`config.mk`:
```
export PLATFORM = sky130hd
export DESIGN_NAME = inbuf_route
export DESIGN_NICKNAME = d
export VERILOG_FILES = /design/src/rtl/cd_pkg.sv /design/src/rtl/route_xy.sv /design/src/rtl/inbuf_route.sv
export SDC_FILE = /design/constraint.sdc
export NUM_CORES = 1
export LEC_CHECK = 0
export CAP_MARGIN = 30
export CORE_MARGIN = 8
export CORE_UTILIZATION = 43
export CTS_BUF_LIST = sky130_fd_sc_hd__clkbuf_8
export DETAILED_ROUTE_END_ITERATION = 16
export PLACE_DENSITY_LB_ADDON = 0.1
export SLEW_MARGIN = 20
export SYNTH_ARGS = -nofsm -noshare
export SYNTH_HDL_FRONTEND = slang
export SYNTH_SLANG_ARGS = --single-unit
```
`constraint.sdc`:
```
create_clock -name clk -period 3.7 [get_ports clk]
set_clock_uncertainty 0.15 [all_clocks]
set_input_delay 0.74 -clock clk [delete_from_list [all_inputs] [get_ports clk]]
set_output_delay 0.74 -clock clk [all_outputs]
set_load 0.03 [all_outputs]
```
`src/rtl/cd_pkg.sv`:
```
// cd_pkg: definitions shared by the cardinal-mesh router blocks.
//   - Bit positions of the fields in a 64-bit packet (VC, X/Y direction
//     bits, X/Y hop counts).
//   - Output direction codes N/S/E/W/PE. A direction code is also the bit
//     index of that direction in a one-hot request vector.
//   - Width of the request vector, and a helper that turns a direction
//     code into a one-hot request.
package cd_pkg;

    localparam int VC     = 63;
    localparam int DIRX   = 62;  // 0 = east, 1 = west
    localparam int DIRY   = 61;  // 0 = north, 1 = south
    localparam int HX_MSB = 55;
    localparam int HX_LSB = 48;
    localparam int HY_MSB = 47;
    localparam int HY_LSB = 40;

    localparam int REQ_W = 5;

    typedef enum logic [2:0] {
        DIR_N  = 3'd0,
        DIR_S  = 3'd1,
        DIR_E  = 3'd2,
        DIR_W  = 3'd3,
        DIR_PE = 3'd4
    } dir_t;

    function automatic logic [REQ_W-1:0] dir_onehot(input dir_t d);
        return REQ_W'(1) << d;
    endfunction

endpackage

```
`src/rtl/route_xy.sv`:
```
// route_xy: purely combinational XY dimension-order routing helpers.
//   pkt        in  64  packet whose route is computed (the incoming link data)
//   route      out 5   one-hot output request {PE, W, E, S, N}
//   dir        out 3   the same route as a direction code
//   held       in  64  packet held in the buffer
//   held_route in  5   registered one-hot route of the held packet
//   held_dec   out 64  held packet with the routed dimension's hop count
//                      reduced by one. A PE route leaves the packet as is.
module route_xy
    import cd_pkg::*;
(
    input  logic [63:0]      pkt,
    output logic [REQ_W-1:0] route,
    output logic [2:0]       dir,
    input  logic [63:0]      held,
    input  logic [REQ_W-1:0] held_route,
    output logic [63:0]      held_dec
);

    dir_t d;

    // X is resolved first. Y is routed only once the X hops are used up.
    always_comb begin
        d = DIR_PE;
        if (pkt[HX_MSB:HX_LSB] != 8'd0) begin
            d = pkt[DIRX] ? DIR_W : DIR_E;
        end else if (pkt[HY_MSB:HY_LSB] != 8'd0) begin
            d = pkt[DIRY] ? DIR_S : DIR_N;
        end
        route = dir_onehot(d);
        dir   = d;
    end

    // The routed field is nonzero by construction, so the decrement cannot wrap.
    always_comb begin
        held_dec = held;
        if (held_route[DIR_E] | held_route[DIR_W]) begin
            held_dec[HX_MSB:HX_LSB] = held[HX_MSB:HX_LSB] - 8'd1;
        end else if (held_route[DIR_N] | held_route[DIR_S]) begin
            held_dec[HY_MSB:HY_LSB] = held[HY_MSB:HY_LSB] - 8'd1;
        end
    end

endmodule

```
`src/rtl/inbuf_route.sv`:
```
// inbuf_route: single-entry input buffer with XY route computation for one
// router input port.
//
// Upstream handshake: the upstream side may present a packet on di with si
// high during phase_external. The transfer completes at the clock edge where
// phase_external & si & ri all hold. ri is ~full and is combinational, so the
// upstream side may use it in the same cycle. If si is raised while the
// buffer is full, the packet is dropped and the sticky ovf flag is set.
// Crossbar side: req names the output wanted while full. The packet leaves at
// the edge where phase_internal & gnt & full hold, and dout shows it in that
// cycle only.
//
// Ports:
//   clk, reset      clock, synchronous active-high reset
//   si, ri, di      upstream strobe, ready and data
//   phase_external  link phase (enables capture)
//   phase_internal  crossbar phase (enables dequeue)
//   req             one-hot output request {PE, W, E, S, N}, 0 when empty
//   gnt             crossbar grant
//   dout            outgoing packet with its hop updated, 0 when not dequeuing
//   full            buffer occupied (the whole state: EMPTY/FULL)
//   q               stored raw packet
//   pkt_cnt         packets accepted since reset, wraps
//   ovf, uturn      sticky error flags
module inbuf_route
    import cd_pkg::*;
#(
    parameter int IN_DIR = 0,
    parameter int CNT_W  = 16
) (
    input  logic             clk,
    input  logic             reset,
    input  logic             si,
    output logic             ri,
    input  logic [63:0]      di,
    input  logic             phase_external,
    input  logic             phase_internal,
    output logic [REQ_W-1:0] req,
    input  logic             gnt,
    output logic [63:0]      dout,
    output logic             full,
    output logic [63:0]      q,
    output logic [CNT_W-1:0] pkt_cnt,
    output logic             ovf,
    output logic             uturn
);

    localparam logic [2:0] IN_CODE  = IN_DIR[2:0];
    // A port facing the PE cannot U-turn.
    localparam logic       UTURN_EN = (IN_DIR != int'(DIR_PE));

    logic [REQ_W-1:0] route_r;
    logic [REQ_W-1:0] new_route;
    logic [2:0]       new_dir;
    logic [63:0]      q_dec;
    logic             capture;
    logic             deq;
    logic             drop;

    // Capture needs ~full and dequeue needs full, so they never coincide.
    assign capture = phase_external & si & ~full;
    assign drop    = phase_external & si & full;
    assign deq     = phase_internal & gnt & full;

    route_xy u_route (
        .pkt        (di),
        .route      (new_route),
        .dir        (new_dir),
        .held       (q),
        .held_route (route_r),
        .held_dec   (q_dec)
    );

    always_ff @(posedge clk) begin
        if (reset) begin
            full    <= 1'b0;
            q       <= '0;
            route_r <= '0;
            pkt_cnt <= '0;
            ovf     <= 1'b0;
            uturn   <= 1'b0;
        end else begin
            if (capture) begin
                full    <= 1'b1;
                q       <= di;
                route_r <= new_route;
                pkt_cnt <= pkt_cnt + CNT_W'(1);
                if (UTURN_EN && new_dir == IN_CODE) begin
                    uturn <= 1'b1;
                end
            end else if (deq) begin
                full <= 1'b0;
            end
            if (drop) begin
                ovf <= 1'b1;
            end
        end
    end

    assign ri   = ~full;
    assign req  = full ? route_r : '0;
    assign dout = deq ? q_dec : 64'd0;

endmodule

```
* Yosys cells after proc, flatten, opt, wreduce, memory -nomap -nowiden
Index checks and enable logic that the tools add are counted.
Cells by class: add/sub/neg operators 3, shift operators 1, mux-type cells 11, bitwise gates (word level) 8, reduce and logical (&&, ||, !) cells 5
Operators with widths (number):
- $mux 64 | 1
- $mux 8 | 3
- $add 16x1->16 const B | 1
- $reduce_bool 8->1 | 2
- $sub 8x1->8 const B | 2
- $mux 3 | 2
- $and 1x1->1 | 5
- $mux 5 | 1
- $shl 1x3->5 const A | 1
- $mux 1 | 4
- $logic_not 3->1 | 1
- $or 1x1->1 | 2
- $reduce_and 2->1 | 1
- $reduce_bool 2->1 | 1
- $not 1->1 | 1
Word-level totals: register bits 88, input port bits 70, output and inout port bits 153, word-level logic and storage cells 34

* Longest topological paths before layout
depth after elaboration 5, depth in mapped cells 6, depth with buffers taken out 5

* By module
Synthesis repeated with hierarchy kept, for this count alone.
Second synthesis, totals: cells, all modules 575, area, all modules 4468.0 um^2
Modules (own cells, without submodules):
- inbuf_route | instances 1, cells each 471, area an instance 3671.0 um^2, seq. area each 1761.7 um^2
- route_xy | instances 1, cells each 104, area an instance 797.0 um^2, seq. area each 0.0 um^2

* Worst setup path after synthesis
No wires, ideal clock.
path kind register -> output, from register full, to output port dout[41], data arrival time 1796 ps, data required time 2810 ps, path slack 1014 ps, stages on the path, launching flop included 4, buffers on the path 1, path through dfxtp_1 > clkbuf_1 > nand3_1 > a311oi_1
On the way: longest elaborated chain between the ends 2
RTL lines:
- start: declaration | RTL line inbuf_route.sv:41 | output logic full,
- start signal: assignment | RTL line inbuf_route.sv:76 | full <= 1'b0;
- start signal: assignment | RTL line inbuf_route.sv:84 | full <= 1'b1;
- start signal: assignment | RTL line inbuf_route.sv:92 | full <= 1'b0;
- $and 1x1->1 | RTL line inbuf_route.sv:63 | assign deq = phase_internal & gnt & full;
- $mux 64 | RTL line inbuf_route.sv:102 | assign dout = deq ? q_dec : 64'd0;
- end: declaration | RTL line inbuf_route.sv:40 | output logic [63:0] dout,
Every way passes these cells.

* Final worst setup path
from register q[42], to output port dout[47]
On the way: longest elaborated chain between the ends 4
RTL lines:
- start: declaration | RTL line inbuf_route.sv:42 | output logic [63:0] q,
- start signal: assignment | RTL line inbuf_route.sv:85 | q <= di;
- $sub 8x1->8 | RTL line route_xy.sv:40 | held_dec[HY_MSB:HY_LSB] = held[HY_MSB:HY_LSB] - 8'd1;
- $mux 8 | RTL line route_xy.sv:39 | end else if (held_route[DIR_N] | held_route[DIR_S]) begin
- $mux 8 | RTL line route_xy.sv:37 | if (held_route[DIR_E] | held_route[DIR_W]) begin
- $mux 64 | RTL line inbuf_route.sv:102
Every way passes these cells.

==> key figures <==
Placed design
  – # port buffers: 222
  – RD Place Congestion: 0.775
  – DP HPWL: 10.4 mm

Pwr
  – Pwr Density: 324 mW/mm2
  – Clk pwr share: 0.322
  – Pwr Total: 0.00205 W
  – Seq pwr share: 0.495
  – Internal power: 0.00148 W
  – Switch Pwr: 0.000572 W
  – Comb pwr share: 0.183
  – Peak supply drop: 0.189 mV
  – Leakage power: 2.38 nW
  – Switching Share: 0.278

Critical path
  – Worst EP required: 2.81 ns
  – CP delay by family, top: simple AND/OR/NAND/NOR gates
  – R2R Setup Slk: 1.53 ns
  – WP buf/inv: 1
  – CP endpoint kind: primary output
  – Reg2Reg Depth: 6
  – CP peak stage delay: 0.69 ns
  – Reg2reg end: route_r[3]
  – Worst-path cell chain: nor4_1 -> nand4_1 -> or3_1 -> a21oi_1 -> clkdlybuf4s50_1
  – Crit path arrival time: 2.48 ns
  – Critical Path Fanout Max: 7
  – Slowest-stage cell, CP: clkdlybuf4s50_1
  – R2r startpoint: full
  – WS Path Type: flip-flop to primary output
  – Worst setup SP type: flip-flop

Synthesis
  – Synthesized-area fraction occupied by adder cells: 0.00948
  – Synth Area in XOR/XNOR: 0.0465
  – Netlist cell types: 33
  – Register area share after synthesis: 0.445
  – Synth Net Count: 599
  – Post-synth EDFFs: 0
  – Cells after Synth: 526
  – Synth warnings: 0
  – Cell area after synthesis: 0.00396 mm2
  – Main synth FF type: dfxtp_1
  – Synth Area in Compound Gates: 0.114
  – Post-Syn Area per Cell: 7.53 um2
  – Async set or reset register ratio after synthesis: 0
  – Main combinational cell family by area after synthesis: simple AND/OR/NAND/NOR gates
  – Simple-gate area share of the yosys netlist: 0.332
  – Post-synthesis mux area share: 0.00853
  – Synth Register Bits: 88

Clock tree
  – CTS buffer count: 9
  – Postcts setup bufs: 0
  – Clock buffer depth: 2
  – H-tree depth: 3
  – CTS tree: yes
  – # hold bufs at CTS: 0
  – Worst-path clk slew: 0.09 ns
  – Clock Latency Late Sink: 0.35 ns
  – CTS resizes: 0
  – Num Clock Sinks: 88
  – Root cell of the clock tree: clkbuf_8

Drt
  – # DRC: 0
  – Routed Antenna Nets: 0
  – Routed len/inst: 15.8 um
  – Via count: 4307
  – Drt first pass iters: 4
  – Vias per cell: 5.06
  – Total Wirelength: 13.5 mm
  – DRT iter0 DRCs: 153

Die
  – Die X: 112 um
  – Core Rows: 35
  – # IOs: 223
  – Initial Utilization: 0.437
  – CORE AREA: 0.00906 mm2
  – Die ar.: 0.0125 mm2
  – Die height: 112 um

Worst hold path
  – Worst Hold Class: flip-flop to flip-flop
  – Hold_sp: uturn
  – WHS Endpoint: uturn
  – Hold depth: 2

GRT
  – Total GRT Usage: 0.213
  – GRT met2 Usage: 0.381
  – First-pass GRT wire length: 22.0 mm
  – Met3 Track Usage GR: 0.0785
  – Largest net degree at the start of global routing: 50
  – Initial antenna violation count: 0
  – Total grt overflow: 0
  – Global route hottest layer: met2
  – Vias in the first global route: 4387
  – Met1 Usage GRT: 0.224

Timing
  – Hold Vio Cnt, Final: 0
  – Fmax: 0.297 GHz
  – RSZ-0062 raised after global routing: no
  – Final setup fails: 0
  – Slew @ Worst Pin: 0.605 ns
  – Final min period: 3.37 ns
  – Post-route setup TNS: 0 ns
  – Final Cycle Share: 0.911
  – Slew HR: 0.597
  – Final Max Tran Viols: 0
  – Worst hold margin: 0.310 ns

Outcome
  – Run status: completed

Final layout
  – Most frequent cells in the layout: 173 x clkdlybuf4s50_1, 140 x nand2_1, 88 x dfxtp_1
  – Share of cells above drive strength 1: 0.112
  – Nets: 808
  – Commonest non-fill, non-tap cell in the layout: clkdlybuf4s50_1
  – # diodes: 0
  – Area grow syn2layout: 60.3%
  – Final core utilization: 0.700

Flow run
  – Max-Cap Viols: 0
## cells by family after synthesis
family                     count (synthesis)
adders and majority gates                  3
AOI/OAI and AO/OA                         87
and+or+nand+nor                          279
DFF                                       88
xor gates and xnor gates                  21
buffers and inverters                     45
muxes                                      3
## per-stage QoR
| stage | setup WS, ns | cells | cell area, um2 |
|---|---|---|---|
| 2_1_floorplan | 1.01 | 526 | 3960 |
| 3_3_place_gp | 0.438 | 835 | 6150 |
| 3_5_place_dp | 0.387 | 835 | 6150 |
| 4_1_cts | 0.323 | 851 | 6350 |
| 5_1_grt | 0.142 | 851 | 6350 |
| 6_report | 0.331 | 851 | 6350 |
## power groups by stage
stage	Sequential (W)	Clock (W)	Combinational, W
final	0.00102	0.000661	0.000377
after global placement	0.00104	0	0.000372
after CTS	0.00102	0.000677	0.000380
after floorplan	0.00110	0	0.000125
after global routing	0.00102	0.000716	0.000407
after detailed placement	0.00104	0	0.000378
## cells in the mapped netlist (6+ instances only)
cell type	instances	share of area
nand4_1	8	0.013
xor2_1	12	0.027
and2_1	53	0.084
nand3_1	10	0.013
inv_1	9	0.0085
a21oi_1	75	0.095
nor4_1	6	0.0095
dfxtp_1	88	0.45
o21ai_0	6	0.0076
nor2_1	34	0.032
xnor2_1	9	0.020
nand2_1	140	0.13
nor3_1	8	0.010
clkbuf_1	31	0.029
## per-layer routing
metal  vias up  wire, um
met5         -         0
li1       2135         -
met3        16      1180
met2       163      6730
met4         0       235
met1      1993      5330
## worst max path at each step
| stage | start | end | depth (start not counted) |
|---|---|---|---|
| final | q[42] | dout[47] | 5 |
| after global routing | q[42] | dout[47] | 5 |
| after CTS | q[42] | dout[47] | 5 |
| after detailed placement | phase_internal | dout[40] | 5 |
| after global placement | phase_internal | dout[54] | 5 |
| after floorplan | full | dout[41] | 3 |
## flip-flops by register name (all words and copies together), names as in the netlist
signal   flops
ovf          1
pkt_cnt     16
q           64
full         1
route_r      5
uturn        1
## worst min-delay path, stage by stage (launching register included)
cell and delay, ns:
dfxtp_1 0.31, inv_1 0.05, a21oi_1 0.05
## layout make-up
class                   instances  area (um2)
fillers                       766        2720
flip-flops and latches         88        1760
clock buffers                  10         138
well taps                     111         139
inverters                       9        33.8
multi-input cells             393        2030
repair buffers                234        2190
clock inverters                 6        61.3
No activity file was read; power rests on OpenSTA's default activity.
